**src/rtl/pong_pkg.sv**
```systemverilog
// Shared types and helpers for the paddle encoder front end.
// Quadrature order (forward): 00 -> 10 -> 11 -> 01 -> 00.
package pong_pkg;

  typedef logic [1:0] quad_t;

  typedef enum logic [1:0] {
    DIR_NONE = 2'd0,
    DIR_UP   = 2'd1,
    DIR_DN   = 2'd2,
    DIR_ERR  = 2'd3
  } dir_t;

  function automatic quad_t fwd_next(input quad_t q);
    quad_t n;
    unique case (q)
      2'b00:   n = 2'b10;
      2'b10:   n = 2'b11;
      2'b11:   n = 2'b01;
      default: n = 2'b00;
    endcase
    return n;
  endfunction

  function automatic dir_t decode(input quad_t prev,
                                  input quad_t cur);
    dir_t d;
    if (cur == prev)
      d = DIR_NONE;
    else if (cur == fwd_next(prev))
      d = DIR_UP;
    else if (prev == fwd_next(cur))
      d = DIR_DN;
    else
      d = DIR_ERR;
    return d;
  endfunction

  function automatic bit step_div_ok(input int d);
    return (d == 1) || (d == 2) || (d == 4);
  endfunction

endpackage

```
**src/rtl/quad_channel.sv**
```systemverilog
// One encoder pair: sync, optional debounce (ENC_DEBOUNCE_EN),
// quadrature decode and step accumulator with registered strobes.
module quad_channel
  import pong_pkg::*;
#(
  parameter int DEBOUNCE_CYCLES = 16,
  parameter int STEP_DIV        = 1
) (
  input  logic clk,
  input  logic reset,
  input  logic a,
  input  logic b,
  input  logic reset_game,
  output logic up,
  output logic dn,
  output logic err
);

  // an illegal divider degrades to one strobe per transition
  localparam int DIV_I = step_div_ok(STEP_DIV) ? STEP_DIV : 1;
  localparam logic signed [3:0] DIV = 4'(DIV_I);

  quad_t s1;
  quad_t s2;
  quad_t stable;
  quad_t prev;

  always_ff @(posedge clk or posedge reset) begin
    if (reset) begin
      s1 <= '0;
      s2 <= '0;
    end else begin
      s1 <= {a, b};
      s2 <= s1;
    end
  end

`ifdef ENC_DEBOUNCE_EN
  localparam int DB_N =
    (DEBOUNCE_CYCLES < 2)   ? 2   :
    (DEBOUNCE_CYCLES > 255) ? 255 : DEBOUNCE_CYCLES;
  localparam logic [7:0] LAST = 8'(DB_N - 1);

  logic [1:0][7:0] cnt;

  always_ff @(posedge clk or posedge reset) begin
    if (reset) begin
      cnt    <= '0;
      stable <= '0;
    end else begin
      for (int i = 0; i < 2; i++) begin
        if (s2[i] == stable[i]) begin
          cnt[i] <= '0;
        end else if (cnt[i] == LAST) begin
          stable[i] <= s2[i];
          cnt[i]    <= '0;
        end else begin
          cnt[i] <= cnt[i] + 8'd1;
        end
      end
    end
  end
`else
  assign stable = s2;
`endif

  dir_t              dir;
  logic signed [3:0] acc;
  logic signed [3:0] acc_nxt;
  logic              up_nxt;
  logic              dn_nxt;
  logic              err_nxt;

  always_comb begin
    dir     = decode(prev, stable);
    acc_nxt = acc;
    up_nxt  = 1'b0;
    dn_nxt  = 1'b0;
    err_nxt = 1'b0;
    unique case (dir)
      DIR_UP:  acc_nxt = acc + 4'sd1;
      DIR_DN:  acc_nxt = acc - 4'sd1;
      DIR_ERR: begin
        acc_nxt = '0;
        err_nxt = 1'b1;
      end
      default: ;
    endcase
    if (acc_nxt == DIV) begin
      up_nxt  = 1'b1;
      acc_nxt = '0;
    end else if (acc_nxt == -DIV) begin
      dn_nxt  = 1'b1;
      acc_nxt = '0;
    end
    // prev keeps tracking so release of reset_game is silent
    if (reset_game) begin
      acc_nxt = '0;
      up_nxt  = 1'b0;
      dn_nxt  = 1'b0;
      err_nxt = 1'b0;
    end
  end

  always_ff @(posedge clk or posedge reset) begin
    if (reset) begin
      prev <= '0;
      acc  <= '0;
      up   <= 1'b0;
      dn   <= 1'b0;
      err  <= 1'b0;
    end else begin
      prev <= stable;
      acc  <= acc_nxt;
      up   <= up_nxt;
      dn   <= dn_nxt;
      err  <= err_nxt;
    end
  end

endmodule

```
**src/rtl/quad_encoder_decoder.sv**
```systemverilog
// Two-player paddle encoder front end; debounce via ENC_DEBOUNCE_EN.
// Emits one-cycle up/dn/err strobes per player on clk.
module quad_encoder_decoder #(
  parameter int DEBOUNCE_CYCLES = 16,
  parameter int STEP_DIV        = 1
) (
  input  logic clk,
  input  logic reset,
  input  logic enc1a,
  input  logic enc1b,
  input  logic enc2a,
  input  logic enc2b,
  input  logic reset_game,
  output logic p1_up,
  output logic p1_dn,
  output logic p2_up,
  output logic p2_dn,
  output logic p1_err,
  output logic p2_err
);

  quad_channel #(
    .DEBOUNCE_CYCLES(DEBOUNCE_CYCLES),
    .STEP_DIV       (STEP_DIV)
  ) u_p1 (
    .clk       (clk),
    .reset     (reset),
    .a         (enc1a),
    .b         (enc1b),
    .reset_game(reset_game),
    .up        (p1_up),
    .dn        (p1_dn),
    .err       (p1_err)
  );

  quad_channel #(
    .DEBOUNCE_CYCLES(DEBOUNCE_CYCLES),
    .STEP_DIV       (STEP_DIV)
  ) u_p2 (
    .clk       (clk),
    .reset     (reset),
    .a         (enc2a),
    .b         (enc2b),
    .reset_game(reset_game),
    .up        (p2_up),
    .dn        (p2_dn),
    .err       (p2_err)
  );

endmodule

```
**config.mk**
```make
export PLATFORM = sky130hd
export DESIGN_NAME = quad_encoder_decoder
export DESIGN_NICKNAME = d
export VERILOG_FILES = /design/src/rtl/pong_pkg.sv /design/src/rtl/quad_channel.sv /design/src/rtl/quad_encoder_decoder.sv
export SDC_FILE = /design/constraint.sdc
export NUM_CORES = 1
export LEC_CHECK = 0
export ABC_AREA = 1
export CORE_MARGIN = 8
export CORE_UTILIZATION = 30
export CTS_BUF_LIST = sky130_fd_sc_hd__clkbuf_4 sky130_fd_sc_hd__clkbuf_8
export DETAILED_ROUTE_END_ITERATION = 10
export SETUP_SLACK_MARGIN = 0.05
export SYNTH_ARGS = -nofsm -noshare
export SYNTH_HDL_FRONTEND = slang
export SYNTH_SLANG_ARGS = --single-unit
export TNS_END_PERCENT = 10
```
**constraint.sdc**
```tcl
create_clock -name clk -period 2.3 [get_ports clk]
set_input_delay 0.46 -clock clk [delete_from_list [all_inputs] [get_ports clk]]
set_output_delay 0.46 -clock clk [all_outputs]
set_load 0.03 [all_outputs]
```
## Yosys cells after proc, flatten, opt, wreduce, memory -nomap -nowiden

Index checks and enable logic that the tools add are counted.

- Register bits after elaboration: 26
- Word-level logic and storage cells: 84

- Mux-type cells: 38
- Equality and inequality tests: 24
- Reductions and logical operators: 4
- Add/subtract/negate cells: 4

Operator list:

| kind | count |
|---|---|
| $eq 2x2->1 const B | 12 |
| $mux 4 | 6 |
| $pmux 2 s3 | 4 |
| $pmux 4 s3 | 2 |
| $mux 2 | 10 |
| $mux 1 | 16 |
| $eq 2x2->1 | 6 |
| $add 4x2->4 const B | 2 |
| $eq 4x1->1 const B | 2 |
| $eq 4x2->1 const B | 2 |
| $logic_not 2->1 | 4 |
| $sub 4x2->4 const B | 2 |
| $eq 2x1->1 const B | 2 |

## Longest topological paths before layout

Gate-level depths: netlist of run 1.

- Depth after elaboration: 16
- Gate-level depth with buffers: 16

## By module

From an unflattened synthesis of run 1, not the netlist that was laid out.

- Cells, all modules: 182
- Area, all modules: 1506.4 µm²

By module, submodules not included:

| module | times used | cells each | area each (µm²) |
|---|---|---|---|
| quad_channel | 2 | 91 | 753.2 |

## Worst setup path before layout of run 1

OpenSTA, ideal clock, no wires.

- Path type: register to register
- Start point: register u_p1.prev[1]
- End point: register u_p1.acc[1]
- Arrival time: 2.185 ns
- Slack: -0.006 ns
- Path buffers: 0
- Clock period less this slack: 2.306 ns
- Setup time: 0.121 ns
- Stages on the path, launching flop included: 16
- Required time: 2.179 ns
- Cell sequence: dfrtp_1 > xnor2_1 > inv_1 > or2_2 > nand2_1 > inv_1 > ha_1 > fa_1 > nand2_1 > nand2_1 > o21ai_2 > nand3b_4 > inv_2 > nand2_2 > nand2_2 > nor2_1

- Longest elaborated chain between the ends: 12

Ends and longest elaborated chain:

| what | RTL line | text |
|---|---|---|
| start: declaration | quad_channel.sv:26 | `quad_t prev;` |
| start signal: assignment | quad_channel.sv:113 | `prev <= stable;` |
| $eq 2x2->1 or $logic_not 2->1 (tied branches) | pong_pkg.sv:16 | `unique case (q)` |
| $pmux 2 s3 | pong_pkg.sv:16 |  |
| $mux 2 | pong_pkg.sv:28 | `if (cur == prev)` |
| $eq 2x2->1 | pong_pkg.sv:30 | `else if (cur == fwd_next(prev))` |
| $mux 2 | pong_pkg.sv:30 |  |
| $mux 2 (*) | pong_pkg.sv:28 |  |
| $eq 2x2->1 or $eq 2x1->1 (tied branches) | quad_channel.sv:80 | `unique case (dir)` |
| $pmux 4 s3 (*) | quad_channel.sv:80 |  |
| $eq 4x1->1 | quad_channel.sv:92 | `end else if (acc_nxt == -DIV) begin` |
| $mux 4 | quad_channel.sv:92 |  |
| $mux 4 (*) | quad_channel.sv:89 | `if (acc_nxt == DIV) begin` |
| $mux 4 (*) | quad_channel.sv:97 | `if (reset_game) begin` |
| named net u_p1.acc_nxt[1] | quad_channel.sv:69 | `logic signed [3:0] acc_nxt;` |
| end signal: assignment | quad_channel.sv:114 | `acc <= acc_nxt;` |
| end: declaration | quad_channel.sv:68 | `logic signed [3:0] acc;` |

The timed path passes the listed nets; every way through them passes the cells marked *. The select of a mux whose other input is x is not followed.

## Worst setup path in the final report of run 1

- Start point: register u_p1.s2[1]
- End point: register u_p1.acc[1]

- Longest elaborated chain between the ends: 14

Ends and longest elaborated chain:

| what | RTL line | text |
|---|---|---|
| start: declaration | quad_channel.sv:24 | `quad_t s2;` |
| start signal: assignment | quad_channel.sv:31 | `s2 <= '0;` |
| start signal: assignment | quad_channel.sv:34 | `s2 <= s1;` |
| $eq 2x2->1 or $logic_not 2->1 (tied branches) | pong_pkg.sv:16 |  |
| $pmux 2 s3 | pong_pkg.sv:16 |  |
| $mux 2 | pong_pkg.sv:30 |  |
| $mux 2 | pong_pkg.sv:28 |  |
| $eq 2x2->1 | pong_pkg.sv:32 | `else if (prev == fwd_next(cur))` |
| $mux 1 | pong_pkg.sv:32 |  |
| $mux 2 | pong_pkg.sv:30 |  |
| $mux 2 (*) | pong_pkg.sv:28 |  |
| $eq 2x2->1 or $eq 2x1->1 (tied branches) | quad_channel.sv:80 |  |
| $pmux 4 s3 (*) | quad_channel.sv:80 |  |
| $eq 4x1->1 | quad_channel.sv:92 |  |
| $mux 4 | quad_channel.sv:92 |  |
| $mux 4 (*) | quad_channel.sv:89 |  |
| $mux 4 (*) | quad_channel.sv:97 |  |
| named net u_p1.acc_nxt[1] | quad_channel.sv:69 |  |

Marks and branches as above.

==> flow_summary.ini, run 1 <==
[global_route]
grt_use_total_pct = 7.52
overflow = 0
grt_max_degree = 27
grt_pass1_vias = 1105
grt_pass1_wl_um = 4450
antenna_found_initial = 0

[synthesis]
syn_area_mm2 = 0.00140
synth-simple-area-share_pct = 27.5
ys_top_cells_by_count = 46 x nand2_1, 26 x dfrtp_1, 24 x inv_1
syn_nets = 183
yosysWarnings = 0
yosysMostFrequentCell = nand2_1
synth_top_family_by_area = simple AND/OR/NAND/NOR gates
synthXorXnorAreaFrac_pct = 5.01
muxShareOfSynthArea_pct = 0
synth_top_cell_by_area = dfrtp_1
synth_cells = 164
ys.flop_type = dfrtp_1
synth_top_area_share_pct = 46.5
synth_compound_area_share_pct = 1.61
synth-async-reset-ratio_pct = 100
syn_avg_cell_area_um2 = 8.53
ys_seq_area_share_pct = 46.5
ys_ff_latch = 26
synth_fa_ha_area_share_pct = 11.8
ys_types = 17
synth_edf_count = 0
synth_area_leaders = dfrtp_1 47%, nand2_1 12%, ha_1 8.9%

[timing]
maxSlewHeadroom_pct = 78.5
fin_crit_ps = 2320
rsz0062_at_grt = true
final.setup_skew_ps = 2.61
maxSlewViolCount = 0
max_clock_freq_ghz = 0.431
hold_viol = 0
worstMarginPinSlew_ps = 321
min_period_over_period_pct = 101
setup_ws_ps = -19.2
setup_viol = 3

[cts]
cts_hold_repair.buffers = 0
htreeDepth = 1
cts_buffer_depth = 2
insertion_delay_ps = 270
cts_sinks = 26
clockRootBuffer = clkbuf_8
path_clk_slew_ps = 80
tritoncts = yes
cts-buffers-inserted = 3

[worst_setup_path]
cp_common_cell = nand2_1
path_cells = buf_4 -> xnor2_1 -> nand2_1 -> nand2_1 -> ha_4 -> fa_2 -> nand2_1 -> nand2_1 -> o21ai_2 -> nand3b_4 -> inv_2 -> nand2_2 -> nand2_4 -> nor2_1
crit_required_ps = 2470
arrival_ps = 2490
cp-start-kind = flip-flop
endpoint_kind = flip-flop
critical_path_peak_fanout = 4
max_stage_delay_ps = 510
path_class = flip-flop to flip-flop
cp_slowest_cell = fa_2

[cells_and_area]
diodes = 0
areaGrowthSynthToFinish_pct = 27.8
drive_gt1_share_pct = 22.0
final_nets = 211
layout.core_utilization_pct = 38.9

[routing]
drc_errors = 0
ant_nets = 0
avgViaCountPerCell = 4.18
drt-pass1-iter-count = 4
vias = 1024
wl_per_cell_um = 9.50
routed_wl_um = 2330
initialDrtViolationCount = 30

[die]
io_pins = 13
core_area_mm2 = 0.00460
initial_core_util_pct = 30.4
die_x_um = 84.3
die-area_mm2 = 0.00710
rows = 25
die_h_um = 84.3

[power_and_ir_drop]
p_leak_nw = 0.938
ir_worst_vdd_mv = 0.347
p_total_mw = 1.37
power_density_mw_per_mm2 = 766

[placed_design]
place_congestion = 0.776
port_buffers = 12
place_hpwl_um = 1800

[flow_run]
maxCapViolations = 0

[run_status]
outcome = complete, but fails checks
violations = negative setup slack

[worst_hold_path]
hp-class = flip-flop to flip-flop
layout make-up:
type | count | area [µm²]
multi-input combinational | 110 | 704
tap | 54 | 67.6
inverter | 28 | 108
sequential | 26 | 651
fill | 468 | 2810
timing repair buffer | 23 | 203
clock buffer | 4 | 55.1
worst paths after layout:
path	startpoint	to	slack, ps	cells after the start
worst max-delay path	u_p1.s2[1]	u_p1.acc[1]	-20	14
worst min-delay path	u_p1.s1[0]	u_p1.s2[0]	350	0
worst max register to register	u_p1.s2[1]	u_p1.acc[1]	-20	14
worst min register to register	u_p1.s1[0]	u_p1.s2[0]	350	0
max in group asynchronous	reset	u_p1.err	1530	3
min in group asynchronous	reset	u_p2.s2[0]	530	3
worst max-delay path, delay by kind of cell, from the launching register on:
kind | cells | cell delay, ps
simple gates | 8 | 720
fa+ha+maj | 2 | 720
flops | 1 | 400
buf+inv | 2 | 210
xor+xnor | 1 | 110
compound gates | 1 | 60
layout by cell type, fill, tap and decap left out:
cell / n
or2_4: 1
inv_1: 23
nand2_4: 3
clkbuf_8: 4
inv_4: 1
buf_4: 11
fa_2: 1
dfrtp_1: 26
nand3b_4: 1
fa_1: 1
nand2_2: 6
xnor2_1: 8
nand3b_1: 1
o21ai_2: 2
nor2_2: 4
nand2_1: 43
clkdlybuf4s50_1: 12
inv_2: 4
ha_4: 2
or2_1: 1
a21oi_2: 1
ha_1: 8
nor2_1: 17
nand3_1: 9
or2_2: 1
flip-flops by register name, indices dropped and copies added, names as in the netlist:
register and cells:
u_p2.s1 2, u_p2.s2 2, u_p2.acc 4, u_p2.prev 2
u_p1.up 1, u_p1.s2 2, u_p2.up 1, u_p2.dn 1
u_p1.acc 4, u_p1.prev 2, u_p1.s1 2, u_p1.dn 1
u_p1.err 1, u_p2.err 1
where the power goes:
group	leakage [nW]	internal [mW]	total, mW	switching, mW
combinational	0.580	0.232	0.528	0.296
sequential	0.330	0.507	0.553	0.0460
clock	0.0288	0.153	0.288	0.135
total	0.938	0.892	1.37	0.477
through the flow:
stage | setup slack, ps | area, µm² | TNS [ps] | cells | hold slack [ps]
2_1_floorplan | 56.5 | 1410 | 0 | 164 | 331
3_3_place_gp | 17.0 | 1640 | 0 | 235 | 333
3_5_place_dp | -4.82 | 1640 | -4.82 | 235 | 338
4_1_cts | 44.3 | 1750 | 0 | 244 | 358
5_1_grt | -193 | 1790 | -1470 | 245 | 361
6_report | -19.2 | 1790 | -43.3 | 245 | 353
logic make-up after synthesis:
group           after synthesis
buf+inv                      28
simple gates                 87
flops                        26
xor+xnor                      8
fa+ha+maj                    12
compound gates                3
timing repair:
item,CTS,global route
setup endpoints to repair,7,12
buffers inserted,5,1
cloned,0,0
pin swaps,3,5
resized for setup,5,9
metal layers:
metal	wire (µm)	vias up	GRT usage (%)
li1	-	543	-
met1	1090	460	8.31
met2	1090	16	13.0
met3	112	5	3.00
met4	32	0	1.88
met5	0	-	0
Power figures use the tool's default switching activity.
==> run 2, diff against run 1 <==
--- a/config.mk
+++ b/config.mk
@@ -6,6 +6,7 @@
 export NUM_CORES = 1
 export LEC_CHECK = 0
 export ABC_AREA = 1
+export CORE_ASPECT_RATIO = 1.1
 export CORE_MARGIN = 8
 export CORE_UTILIZATION = 30
 export CTS_BUF_LIST = sky130_fd_sc_hd__clkbuf_4 sky130_fd_sc_hd__clkbuf_8
==> constraint.sdc (replaced) <==
create_clock -name clk -period 1.96 [get_ports clk]
set_input_delay 0.392 -clock clk [delete_from_list [all_inputs] [get_ports clk]]
set_output_delay 0.392 -clock clk [all_outputs]
set_load 0.03 [all_outputs]
==> flow_summary.ini, run 2 (synthesis results as in run 1) <==
[worst_setup_path]
endpoint_kind = flip-flop
cp-start-kind = flip-flop
cp_slowest_cell = fa_1
path_cells = xnor2_1 -> inv_1 -> or2_4 -> nand2_2 -> inv_2 -> ha_4 -> fa_1 -> nand2_1 -> nand2_1 -> o21ai_2 -> nand3b_4 -> inv_2 -> nand2_2 -> nand2_2 -> nor2_1
critical_path_peak_fanout = 3
path_class = flip-flop to flip-flop
max_stage_delay_ps = 470
crit_required_ps = 2130
arrival_ps = 2420
cp_common_cell = nand2_2

[cells_and_area]
fin_cells = 260
top_regs = u_p1.acc (4), u_p2.acc (4)
diodes = 0
fill_cells = 468
final_cell_mix = 41 x nand2_1, 26 x dfrtp_1, 24 x buf_4
final_nets = 224
areaGrowthSynthToFinish_pct = 36.1
regArea_um2 = 651
final_common_cell = nand2_1
drive_gt1_share_pct = 28.4
multi_input_area_um2 = 707

[global_route]
grt_pass1_vias = 1125
antenna_found_initial = 0
overflow = 0
grt_max_degree = 27
grt_pass1_wl_um = 4580
grt_use_total_pct = 8.10

[die]
core_area_mm2 = 0.00455
die-area_mm2 = 0.00711
initial_core_util_pct = 30.7
die_h_um = 87.6
rows = 26
io_pins = 13
die_x_um = 81.1

[power_and_ir_drop]
power_density_mw_per_mm2 = 927
p_leak_nw = 1.01
ir_worst_vdd_mv = 0.362

[timing]
fin_crit_ps = 2240
setup_viol = 12
hold_viol = 0
setup_ws_ps = -284
rsz0062_at_grt = true
max_clock_freq_ghz = 0.446
maxSlewHeadroom_pct = 78.2
hold_slack_ps = 353
min_period_over_period_pct = 114
final.setup_skew_ps = 6.01
worstMarginPinSlew_ps = 327
maxSlewViolCount = 0

[run_status]
outcome = complete, but fails checks
violations = negative setup slack

[flow_run]
maxCapViolations = 0

[placed_design]
place_hpwl_um = 1990
numPlacedInstances = 252
place_congestion = 0.773
dp_slack_ps = -332
port_buffers = 12

[worst_hold_path]
hp-class = flip-flop to flip-flop

[routing]
initialDrtViolationCount = 25
routed_wl_um = 2410
wl_per_cell_um = 9.28
drt-pass1-iter-count = 4
ant_nets = 0
drc_errors = 0
avgViaCountPerCell = 4.14
vias = 1077

[cts]
cts_hold_repair.buffers = 0
htreeDepth = 1
cts_buffer_depth = 2
clockRootBuffer = clkbuf_8
path_clk_slew_ps = 90
cts-buffers-inserted = 3
tritoncts = yes
cts_sinks = 26
insertion_delay_ps = 270
## run 2: changes by cell type in the layout (fill, tap and decap cells not counted), moves of 2 or more
cell,previous run,this run
buf_4,11,24
inv_2,4,6
nand2_1,43,41
nand2_2,6,10
nand2_4,3,1
## run 2: path summary, 6_finish.rpt
kind,from,end,slack [ps],depth (start not counted)
setup reg to reg,u_p1.prev[1],u_p1.acc[2],-280,15
hold reg to reg,u_p1.s1[0],u_p1.s2[0],350,0
setup / recovery,u_p1.prev[1],u_p1.acc[2],-280,15
min in group asynchronous,reset,u_p1.s2[0],460,3
max in group asynchronous,reset,u_p2.acc[0],1250,3
hold / removal,u_p1.s1[0],u_p1.s2[0],350,0
## run 2: area by class of cell
cell class                 instances  share of cell area, %
sequential                        26                   34.2
timing repair buffer              36                   15.8
multi-input combinational        110                   37.1
inverter                          28                   5.52
clock inverter                     1                   1.58
clock buffer                       3                   2.17
tap                               56                   3.68
## run 2: worst max-delay path: cells and delay by family, from the launching register on
| kind | cells | cell delay (ps) |
|---|---|---|
| AOI/OAI and AO/OA | 1 | 70 |
| and+or+nand+nor | 8 | 720 |
| xor gates and xnor gates | 1 | 150 |
| DFF | 1 | 390 |
| buffers and inverters | 3 | 180 |
| adders and majority gates | 2 | 630 |
## run 2: through the flow
stage	util [%]	TNS, ps	total power [mW]	area [µm²]
after floorplan	-	-2220	1.07	1420
after global placement	38.6	-2980	1.29	1760
after detailed placement	38.6	-3340	1.30	1760
after CTS	41.2	-2910	1.79	1880
after global routing	41.8	-5150	1.92	1900
final	41.8	-2730	1.76	1900
## run 2: what timing repair did
| item | in CTS | in global routing |
|---|---|---|
| buffers inserted | 3 | 1 |
| setup endpoints to repair | 12 | 12 |
| pin swaps | 7 | 1 |
| resized for setup | 9 | 5 |
## run 2: routing by layer
layer / share of wire [%] / global-route usage (%)
met4: 1.3 / 3.25
met2: 50 / 14.2
met3: 3.6 / 1.85
met5: 0 / 0
met1: 45 / 9.21
## run 2: report_power, final
part	switching [mW]	internal, mW
clock	0.166	0.273
sequential	0.0517	0.595
combinational	0.357	0.321
total	0.575	1.19
==> run 3, diff against run 2 <==
--- a/config.mk
+++ b/config.mk
@@ -11,6 +11,7 @@
 export CORE_UTILIZATION = 30
 export CTS_BUF_LIST = sky130_fd_sc_hd__clkbuf_4 sky130_fd_sc_hd__clkbuf_8
 export DETAILED_ROUTE_END_ITERATION = 10
+export GPL_TIMING_DRIVEN = 0
 export SETUP_SLACK_MARGIN = 0.05
 export SYNTH_ARGS = -nofsm -noshare
 export SYNTH_HDL_FRONTEND = slang
==> flow_summary.ini, run 3 (synthesis results as in run 1) <==
[cells_and_area]
final_cell_mix = 41 x nand2_1, 26 x dfrtp_1, 22 x inv_1
top_regs = u_p1.acc (4), u_p2.acc (4)
layout.core_utilization_pct = 39.8
drive_gt1_share_pct = 24.1
diodes = 0
final_nets = 211
stdcell_area_mm2 = 0.00181
areaGrowthSynthToFinish_pct = 29.5
final_common_cell = nand2_1

[worst_hold_path]
hp-class = flip-flop to flip-flop
min_from = u_p1.s1[0]
hold_path_end = u_p1.s2[0]
hold_depth = 0

[die]
die-area_mm2 = 0.00711
die_h_um = 87.6
core_area_mm2 = 0.00455
rows = 26
die_x_um = 81.1
initial_core_util_pct = 30.7
io_pins = 13

[timing]
hold_slack_ps = 354
maxSlewHeadroom_pct = 37.3
fin_crit_ps = 2270
setup_viol = 12
setup_ws_ps = -305
max_clock_freq_ghz = 0.441
min_period_over_period_pct = 116
hold_viol = 0
maxSlewViolCount = 0
tns_ps = -2860
final.setup_skew_ps = 2.17
worstMarginPinSlew_ps = 940
rsz0062_at_grt = true

[worst_setup_path]
startpoint = u_p1.s2[0]
crit_required_ps = 2140
reg2reg_to = u_p1.acc[1]
critical_path_peak_fanout = 4
arrival_ps = 2440
endpoint_kind = flip-flop
r2r-start = u_p1.s2[0]
r2r_slack_ps = -310
cp-start-kind = flip-flop
path_class = flip-flop to flip-flop
ff2ff_path_depth = 15

[run_status]
violations = negative setup slack
outcome = complete, but fails checks

[global_route]
antenna_found_initial = 0
overflow = 0
grt_max_degree = 27
grt_use_total_pct = 7.81
grt_pass1_vias = 1091
grt_pass1_wl_um = 4400

[cts]
insertion_delay_ps = 270
clockRootBuffer = clkbuf_8
htreeDepth = 1
cts-buffers-inserted = 3
path_clk_slew_ps = 90
cts_sinks = 26
cts_hold_repair.buffers = 0
tritoncts = yes
cts_buffer_depth = 2

[routing]
avgViaCountPerCell = 4.27
initialDrtViolationCount = 24
routed_wl_um = 2430
drt-pass1-iter-count = 4
ant_nets = 0
wl_per_cell_um = 9.85
vias = 1055
drc_errors = 0

[placed_design]
place_hpwl_um = 1810
placed_cell_area_mm2 = 0.00161
port_buffers = 12
place_congestion = 0.804

[power_and_ir_drop]
ir_worst_vdd_mv = 0.338
p_leak_nw = 0.942
p_total_mw = 1.74
power_density_mw_per_mm2 = 960

[flow_run]
maxCapViolations = 0
run 3: cell types whose count changed in the layout (fill, tap and decap cells not counted), sizes merged:
| cell | change |
|---|---|
| buf | -13 |
run 3: final cells by class:
class	instances	area, µm²
Inverter	28	105
Tap cell	56	70.1
Timing Repair Buffer	23	203
Fill cell	472	2740
Clock inverter	1	30.0
Sequential cell	26	651
Multi-Input combinational cell	110	712
Clock buffer	3	41.3
run 3: what timing repair did:
action | 4_1_cts | 5_1_grt
pin swaps | 13 | 9
endpoints found under the setup margin | 12 | 12
gates resized for setup | 8 | 8
setup buffers | 10 | 1
run 3: how the worst max path moves through the flow:
stage / endpoint / slack (ps)
global route: u_p2.acc[0] / -450
global placement: u_p2.acc[0] / -430
detailed placement: u_p2.acc[0] / -480
CTS: u_p2.acc[0] / -320
finish: u_p1.acc[1] / -310
floorplan: u_p1.acc[1] / -240
run 3: metal layers:
layer	GRT usage (%)	part of all wire [%]	wire length, µm
met2	14.2	51	1240
met5	0	0	0
met1	8.02	43	1050
met4	4.39	2.3	55
met3	1.64	3.6	88
run 3: power by group:
| group | total (mW) | switching [mW] | internal (mW) |
|---|---|---|---|
| Sequential | 0.647 | 0.0515 | 0.596 |
| Combinational | 0.647 | 0.363 | 0.284 |
| Clock | 0.445 | 0.171 | 0.273 |
run 3: through the flow:
stage / std cells / setup WS [ps]
final: 247 / -305
after global routing: 247 / -448
after CTS: 246 / -319
after detailed placement: 232 / -484
after global placement: 232 / -434
after floorplan: 164 / -237
run 3: critical path: stages, from the launching register on:
cell      delay [ps]
dfrtp_1          410
xnor2_1          130
inv_1             60
or2_4            220
nand2_2           70
inv_2             50
ha_4             160
fa_1             480
nand2_1           50
nand2_1           60
o21ai_2           70
nand3b_4         170
inv_2             70
nand2_2           40
nand2_2           70
nor2_1            40
